===== config.mk =====
export PLATFORM = sky130hd
export DESIGN_NAME = axi_isolate_ctrl_flat
export DESIGN_NICKNAME = d
export VERILOG_FILES = /design/src/rtl/axi_isolate_ctrl_if.sv /design/src/rtl/axi_isolate_ctrl.sv /design/src/flat_wrapper.sv
export SDC_FILE = /design/constraint.sdc
export NUM_CORES = 1
export LEC_CHECK = 0
export BUFFER_PORTS_ARGS = -buffer_cell sky130_fd_sc_hd__buf_4
export CORE_UTILIZATION = 35
export DETAILED_ROUTE_END_ITERATION = 6
export GPL_ROUTABILITY_DRIVEN = 0
export GPL_TIMING_DRIVEN = 0
export PLACE_DENSITY = 0.66
export SLEW_MARGIN = 20
export SYNTH_ARGS = -nofsm -noshare
export SYNTH_HDL_FRONTEND = slang
export SYNTH_SLANG_ARGS = --single-unit
export TNS_END_PERCENT = 1

===== constraint.sdc =====
create_clock -name clk_i -period 1.7 [get_ports clk_i]
set_input_delay 0.085 -clock clk_i [delete_from_list [all_inputs] [get_ports clk_i]]
set_output_delay 0.085 -clock clk_i [all_outputs]
set_load 0.005 [all_outputs]

===== src/rtl/axi_isolate_ctrl_if.sv =====
// Control/status bundle between axi_isolate_ctrl and its power manager.
// The slave side is the controller; the master side drives requests and the isolator feedback.
interface axi_isolate_ctrl_if;
  logic       pwr_req_i;
  logic       pwr_ack_o;
  logic       isolate_o;
  logic       isolated_i;
  logic       clk_en_o;
  logic       busy_o;
  logic       timeout_o;
  logic [2:0] state_o;

  modport slave (
    input  pwr_req_i, isolated_i,
    output pwr_ack_o, isolate_o, clk_en_o, busy_o, timeout_o, state_o
  );

  modport master (
    output pwr_req_i, isolated_i,
    input  pwr_ack_o, isolate_o, clk_en_o, busy_o, timeout_o, state_o
  );
endinterface


===== src/rtl/axi_isolate_ctrl.sv =====
// Sequences isolation and clock gating of a downstream AXI domain in response to a
// level power request; every output is decoded from registered state.
module axi_isolate_ctrl #(
  parameter int unsigned ClkDelay = 4,
  parameter int unsigned Timeout  = 1024
) (
  input logic               clk_i,
  input logic               rst_ni,
  axi_isolate_ctrl_if.slave ctrl
);

  localparam int unsigned CntMax = (ClkDelay > Timeout) ? ClkDelay : Timeout;
  localparam int unsigned CntW   = $clog2(CntMax + 1);

  typedef logic [CntW-1:0] cnt_t;

  localparam cnt_t CntSat      = cnt_t'(CntMax);
  localparam cnt_t DelayLast   = cnt_t'((ClkDelay > 0) ? ClkDelay - 1 : 0);
  localparam cnt_t TimeoutLast = cnt_t'((Timeout > 0) ? Timeout - 1 : 0);
  localparam bit   TimeoutEn   = (Timeout > 0);

  typedef enum logic [2:0] {
    ST_RUN         = 3'd0,
    ST_ISOLATING   = 3'd1,
    ST_GATE_WAIT   = 3'd2,
    ST_OFF         = 3'd3,
    ST_UNGATE_WAIT = 3'd4,
    ST_RELEASING   = 3'd5
  } state_e;

  state_e state_q, state_d;
  cnt_t   cnt_q, cnt_d;
  logic   timeout_q, timeout_d;
  logic   waiting_on_iso;

  // NOTE: sequential state uses non-blocking assignments so every register samples
  // the pre-edge values of the others; blocking here would create order-dependent races.
  always_ff @(posedge clk_i or negedge rst_ni) begin
    if (!rst_ni) begin
      state_q   <= ST_RUN;
      cnt_q     <= '0;
      timeout_q <= 1'b0;
    end else begin
      state_q   <= state_d;
      cnt_q     <= cnt_d;
      timeout_q <= timeout_d;
    end
  end

  // NOTE: every signal written here gets a default first, so no path through the
  // case statement can leave it unassigned and infer a latch.
  always_comb begin
    state_d = state_q;

    unique case (state_q)
      ST_RUN: begin
        if (ctrl.pwr_req_i) state_d = ST_ISOLATING;
      end
      ST_ISOLATING: begin
        // An acknowledged isolation wins over a late withdrawal of the request.
        if (ctrl.isolated_i)      state_d = ST_GATE_WAIT;
        else if (!ctrl.pwr_req_i) state_d = ST_RELEASING;
      end
      ST_GATE_WAIT: begin
        if (cnt_q == DelayLast) state_d = ST_OFF;
      end
      ST_OFF: begin
        if (!ctrl.pwr_req_i) state_d = ST_UNGATE_WAIT;
      end
      ST_UNGATE_WAIT: begin
        if (cnt_q == DelayLast) state_d = ST_RELEASING;
      end
      ST_RELEASING: begin
        if (!ctrl.isolated_i) state_d = ST_RUN;
      end
      default: state_d = ST_RUN;
    endcase
  end

  // Dwell counter restarts at every state change and saturates instead of wrapping,
  // which also guarantees the timeout compare can match only once per visit.
  always_comb begin
    cnt_d = cnt_q;
    if (state_d != state_q) begin
      cnt_d = '0;
    end else if (cnt_q != CntSat) begin
      cnt_d = cnt_q + cnt_t'(1);
    end
  end

  assign waiting_on_iso = (state_q == ST_ISOLATING) || (state_q == ST_RELEASING);

  always_comb begin
    timeout_d = 1'b0;
    if (TimeoutEn && waiting_on_iso && (state_d == state_q) && (cnt_q == TimeoutLast)) begin
      timeout_d = 1'b1;
    end
  end

  assign ctrl.state_o   = state_q;
  assign ctrl.isolate_o = (state_q == ST_ISOLATING) || (state_q == ST_GATE_WAIT) ||
                          (state_q == ST_OFF)       || (state_q == ST_UNGATE_WAIT);
  assign ctrl.clk_en_o  = (state_q != ST_OFF);
  assign ctrl.pwr_ack_o = (state_q == ST_OFF);
  assign ctrl.busy_o    = (state_q == ST_ISOLATING)   || (state_q == ST_GATE_WAIT) ||
                          (state_q == ST_UNGATE_WAIT) || (state_q == ST_RELEASING);
  assign ctrl.timeout_o = timeout_q;

endmodule


===== src/flat_wrapper.sv =====
// flat-port wrapper written by rule: the top's interface ports become plain ports
module axi_isolate_ctrl_flat 
#(
  parameter int unsigned ClkDelay = 4,
  parameter int unsigned Timeout  = 1024
)
  (clk_i, rst_ni, ctrl_pwr_req_i, ctrl_isolated_i, ctrl_pwr_ack_o, ctrl_isolate_o, ctrl_clk_en_o, ctrl_busy_o, ctrl_timeout_o, ctrl_state_o);
  axi_isolate_ctrl_if ctrl_i ();
  input logic clk_i;
  input logic rst_ni;
  input wire logic [$bits(ctrl_i.pwr_req_i)-1:0] ctrl_pwr_req_i;
  input wire logic [$bits(ctrl_i.isolated_i)-1:0] ctrl_isolated_i;
  output wire logic [$bits(ctrl_i.pwr_ack_o)-1:0] ctrl_pwr_ack_o;
  output wire logic [$bits(ctrl_i.isolate_o)-1:0] ctrl_isolate_o;
  output wire logic [$bits(ctrl_i.clk_en_o)-1:0] ctrl_clk_en_o;
  output wire logic [$bits(ctrl_i.busy_o)-1:0] ctrl_busy_o;
  output wire logic [$bits(ctrl_i.timeout_o)-1:0] ctrl_timeout_o;
  output wire logic [$bits(ctrl_i.state_o)-1:0] ctrl_state_o;
  assign ctrl_i.pwr_req_i = ctrl_pwr_req_i;
  assign ctrl_i.isolated_i = ctrl_isolated_i;
  assign ctrl_pwr_ack_o = ctrl_i.pwr_ack_o;
  assign ctrl_isolate_o = ctrl_i.isolate_o;
  assign ctrl_clk_en_o = ctrl_i.clk_en_o;
  assign ctrl_busy_o = ctrl_i.busy_o;
  assign ctrl_timeout_o = ctrl_i.timeout_o;
  assign ctrl_state_o = ctrl_i.state_o;
  axi_isolate_ctrl #(.ClkDelay(ClkDelay), .Timeout(Timeout)) u_core (.clk_i(clk_i), .rst_ni(rst_ni), .ctrl(ctrl_i));
endmodule

==> summary.txt <==
Run status
  – Status: complete, but fails checks
  – Failing checks: negative setup slack

Cells and area
  – Post-Layout Cell Count: 162
  – Layout cell share with drive strength beyond 1: 37.4%
  – Post-route cell area: 1310 um^2
  – Diode count: 0
  – Layout area overhead: 25.3%
  – NumNets Final: 138

Worst setup path
  – Kind of critical path: flop to flop
  – Critical Path Sink Type: flop
  – Worst path arrival time: 1.89 ns
  – Critical path launch point type: flop
  – Crit Path Max Fanout: 5
  – Largest stage delay, worst path: 0.56 ns
  – Worst path slowest cell: or4_4
  – Worst-case reg-to-reg path depth: 4
  – CP required: 1.86 ns
  – Crit path cell chain: or4_4 > nor4_4 > buf_6 > a221oi_2

Route
  – TritonRoute pass-1 iters: 4
  – Wire length per cell: 15.7 um
  – Routed WL: 2.54 mm
  – DRC viols: 0
  – Vias per Instance: 5.90
  – Via count: 956
  – DRT antenna net count: 0
  – Initial DRC Count: 47

Synth
  – Syn Area/Cell: 10.0 um^2
  – Adder-Cell Fraction of Synth Area: 2.40%
  – Top-area cell type share of the netlist area: 36.0%
  – Synth area leader: dfrtp_1
  – Netlist cell types: 37
  – Main combinational cell family by area after synthesis: compound AO/OA/AOI/OAI gates
  – Synth Area in Compound Gates: 25.2%
  – Proportion of synthesized area in mux cells: 0.960%
  – EDFF count, synth: 0
  – Ys flop type: dfrtp_1
  – XOR/XNOR Fraction of Synth Area: 4.20%
  – Syn Nets: 110
  – Mapped Area: 1040 um^2
  – Async SR Flop Fraction: 100%
  – Most frequent cell after synthesis: dfrtp_1
  – Simple-gate share of the synthesized area: 24.7%
  – Synth Instances: 104
  – Sequential share of the synthesized area: 36.0%
  – Synth top area cells: dfrtp_1 (36%), a221oi_2 (12%), nand3_1 (3.4%)
  – Flops & latches, synth: 15
  – Synth warn: 0
  – Top cells by count, synth: dfrtp_1 (15), inv_1 (9), a221oi_2 (8)

Global route
  – Initial antenna violation count: 0
  – Total congestion overflow: 0
  – Vias in the first global route: 979
  – Largest net degree at the start of global routing: 16
  – First-pass GRT wire length: 4.45 mm
  – GRT Util Overall: 17.6%

Timing
  – RSZ-0062 raised after global routing: yes
  – FMAX: 580 MHz
  – Finish-stage setup viols: 11
  – Worst-margin pin slew: 0.445 ns
  – Final hold vios: 0
  – Fin Hold WS: 0.0319 ns
  – Worst Skew: 0.0112 ns
  – Final worst path period share: 101%
  – PnR worst setup slack: -0.0248 ns
  – Slew Limit Fails: 0
  – Slew margin rel.: 70.4%
  – Minimum clock period: 1.72 ns

Worst hold path
  – Min-Delay Path Depth: 2
  – Worst min path class: input pin to flop

Place
  – Dpl cell area: 1160 um^2
  – HPWL after detailed placement: 1.60 mm
  – DP Worst Slack: -0.104 ns
  – Port bufs: 11
  – Placed Cells incl. Taps: 146

Pwr
  – VDD IR max: 0.913 mV
  – P_leak: 0.494 nW
  – Pwr/cell area: 1230 nW/um^2

Floorplanning
  – IO Pins: 12
  – Die ar.: 3200 um^2
  – Starting Density: 37.5%
  – Core area: 2780 um^2
  – Die H: 56.6 um
  – Die W: 56.6 um
  – Row cnt: 19

Clock tree
  – TritonCTS buffer count: 3
  – Max H-tree Level: 1
  – Clock root cell: clkbuf_4
  – Clock latency on the worst-skew pair: 0.30 ns
  – CTS tree: built
  – CTS max path bufs: 2
  – Clock transition at the registers of the reported paths: 0.10 ns
  – Clock sink total: 15

Run
  – Max cap viols: 0
-- metrics by stage --
| stage | setup TNS, ns | util [%] | power (mW) |
|---|---|---|---|
| 2_1_floorplan | 0 | - | 1.04 |
| 3_3_place_gp | -1.11 | 41.8 | 1.29 |
| 3_5_place_dp | -0.941 | 41.8 | 1.32 |
| 4_1_cts | -0.00134 | 46.6 | 1.61 |
| 5_1_grt | -1.01 | 47.0 | 1.73 |
| 6_report | -0.136 | 47.0 | 1.61 |
-- cell usage in the layout (no fill, tap or decap), drive strengths merged, types with 2 or more instances in the layout --
cell type / count
buf: 26
dfrtp: 15
inv: 9
a221oi: 8
nand3: 7
clkbuf: 6
nand2b: 5
or4: 5
xnor2: 4
o21ai: 4
nand4: 4
o31ai: 4
nor4: 4
nand2: 3
or3: 3
a21oi: 2
nor2: 2
a211oi: 2
ha: 2
-- final timing paths --
| path | slack, ns | endpoint | startpoint |
|---|---|---|---|
| max | -0.02 | u_core.cnt_q[2]$_DFFE_PN0P_ | u_core.cnt_q[5]$_DFFE_PN0P_ |
| min | 0.03 | u_core.ctrl.state_o[2]$_DFF_PN0_ | ctrl_pwr_req_i |
| max reg2reg | -0.02 | u_core.cnt_q[2]$_DFFE_PN0P_ | u_core.cnt_q[5]$_DFFE_PN0P_ |
| min reg2reg | 0.58 | u_core.ctrl.timeout_o$_DFF_PN0_ | u_core.cnt_q[10]$_DFFE_PN0P_ |
| max in group asynchronous | 1.33 | u_core.cnt_q[2]$_DFFE_PN0P_ | rst_ni |
| min in group asynchronous | 0.17 | u_core.cnt_q[1]$_DFFE_PN0P_ | rst_ni |
-- flip-flops by register name, indices dropped and copies added, names as in the netlist --
signal and flops:
u_core.cnt_q 11, u_core.ctrl.state_o 3, u_core.ctrl.timeout_o 1
-- layout make-up --
type | count | area, um^2
inverter | 9 | 33.8
multi-input combinational | 74 | 616
clock buffer | 4 | 26.3
tap | 31 | 38.8
timing repair buffer | 23 | 179
fill | 270 | 1480
sequential | 15 | 378
buffer | 6 | 35.0
-- report_power, final --
| group | leakage (nW) | switching, mW | internal, mW |
|---|---|---|---|
| Sequential | 0.200 | 0.0385 | 0.418 |
| Clock | 0.0150 | 0.129 | 0.0913 |
| Combinational | 0.279 | 0.508 | 0.428 |
-- routing by layer --
layer  share of wire [%]  up-vias  track usage (%)  wire (um)
met4                 1.7        0             6.62         42
met1                  46      464             22.6       1170
met5                   0        -                0          0
met3                 4.6        6             4.15        117
met2                  48       30             28.6       1210
li1                    -      456                -          -
-- what timing repair did --
action | CTS | global route
setup endpoints to repair | 10 | 14
pin swaps | 4 | 3
buffers inserted | 10 | 0
endpoints found under the hold margin | 15 | 0
cloned | 1 | 0
hold buffers | 1 | 0
gates resized for setup | 8 | 4
-- worst max-delay path: cells and delay by family, from the launching register on --
family / cells / cell delay, ns
buffers and inverters: 1 / 0.19
AOI/OAI and AO/OA: 1 / 0.04
DFF: 1 / 0.41
and+or+nand+nor: 2 / 0.94
-- kinds of logic (layout without fill, tap and decap cells) --
kind of cell	after synthesis	after routing
xor+xnor	5	5
fa+ha+maj	2	2
compound gates	27	27
flops	15	15
simple gates	39	39
buf+inv	15	42
mux	1	1
(Power assumes the default switching activity.)
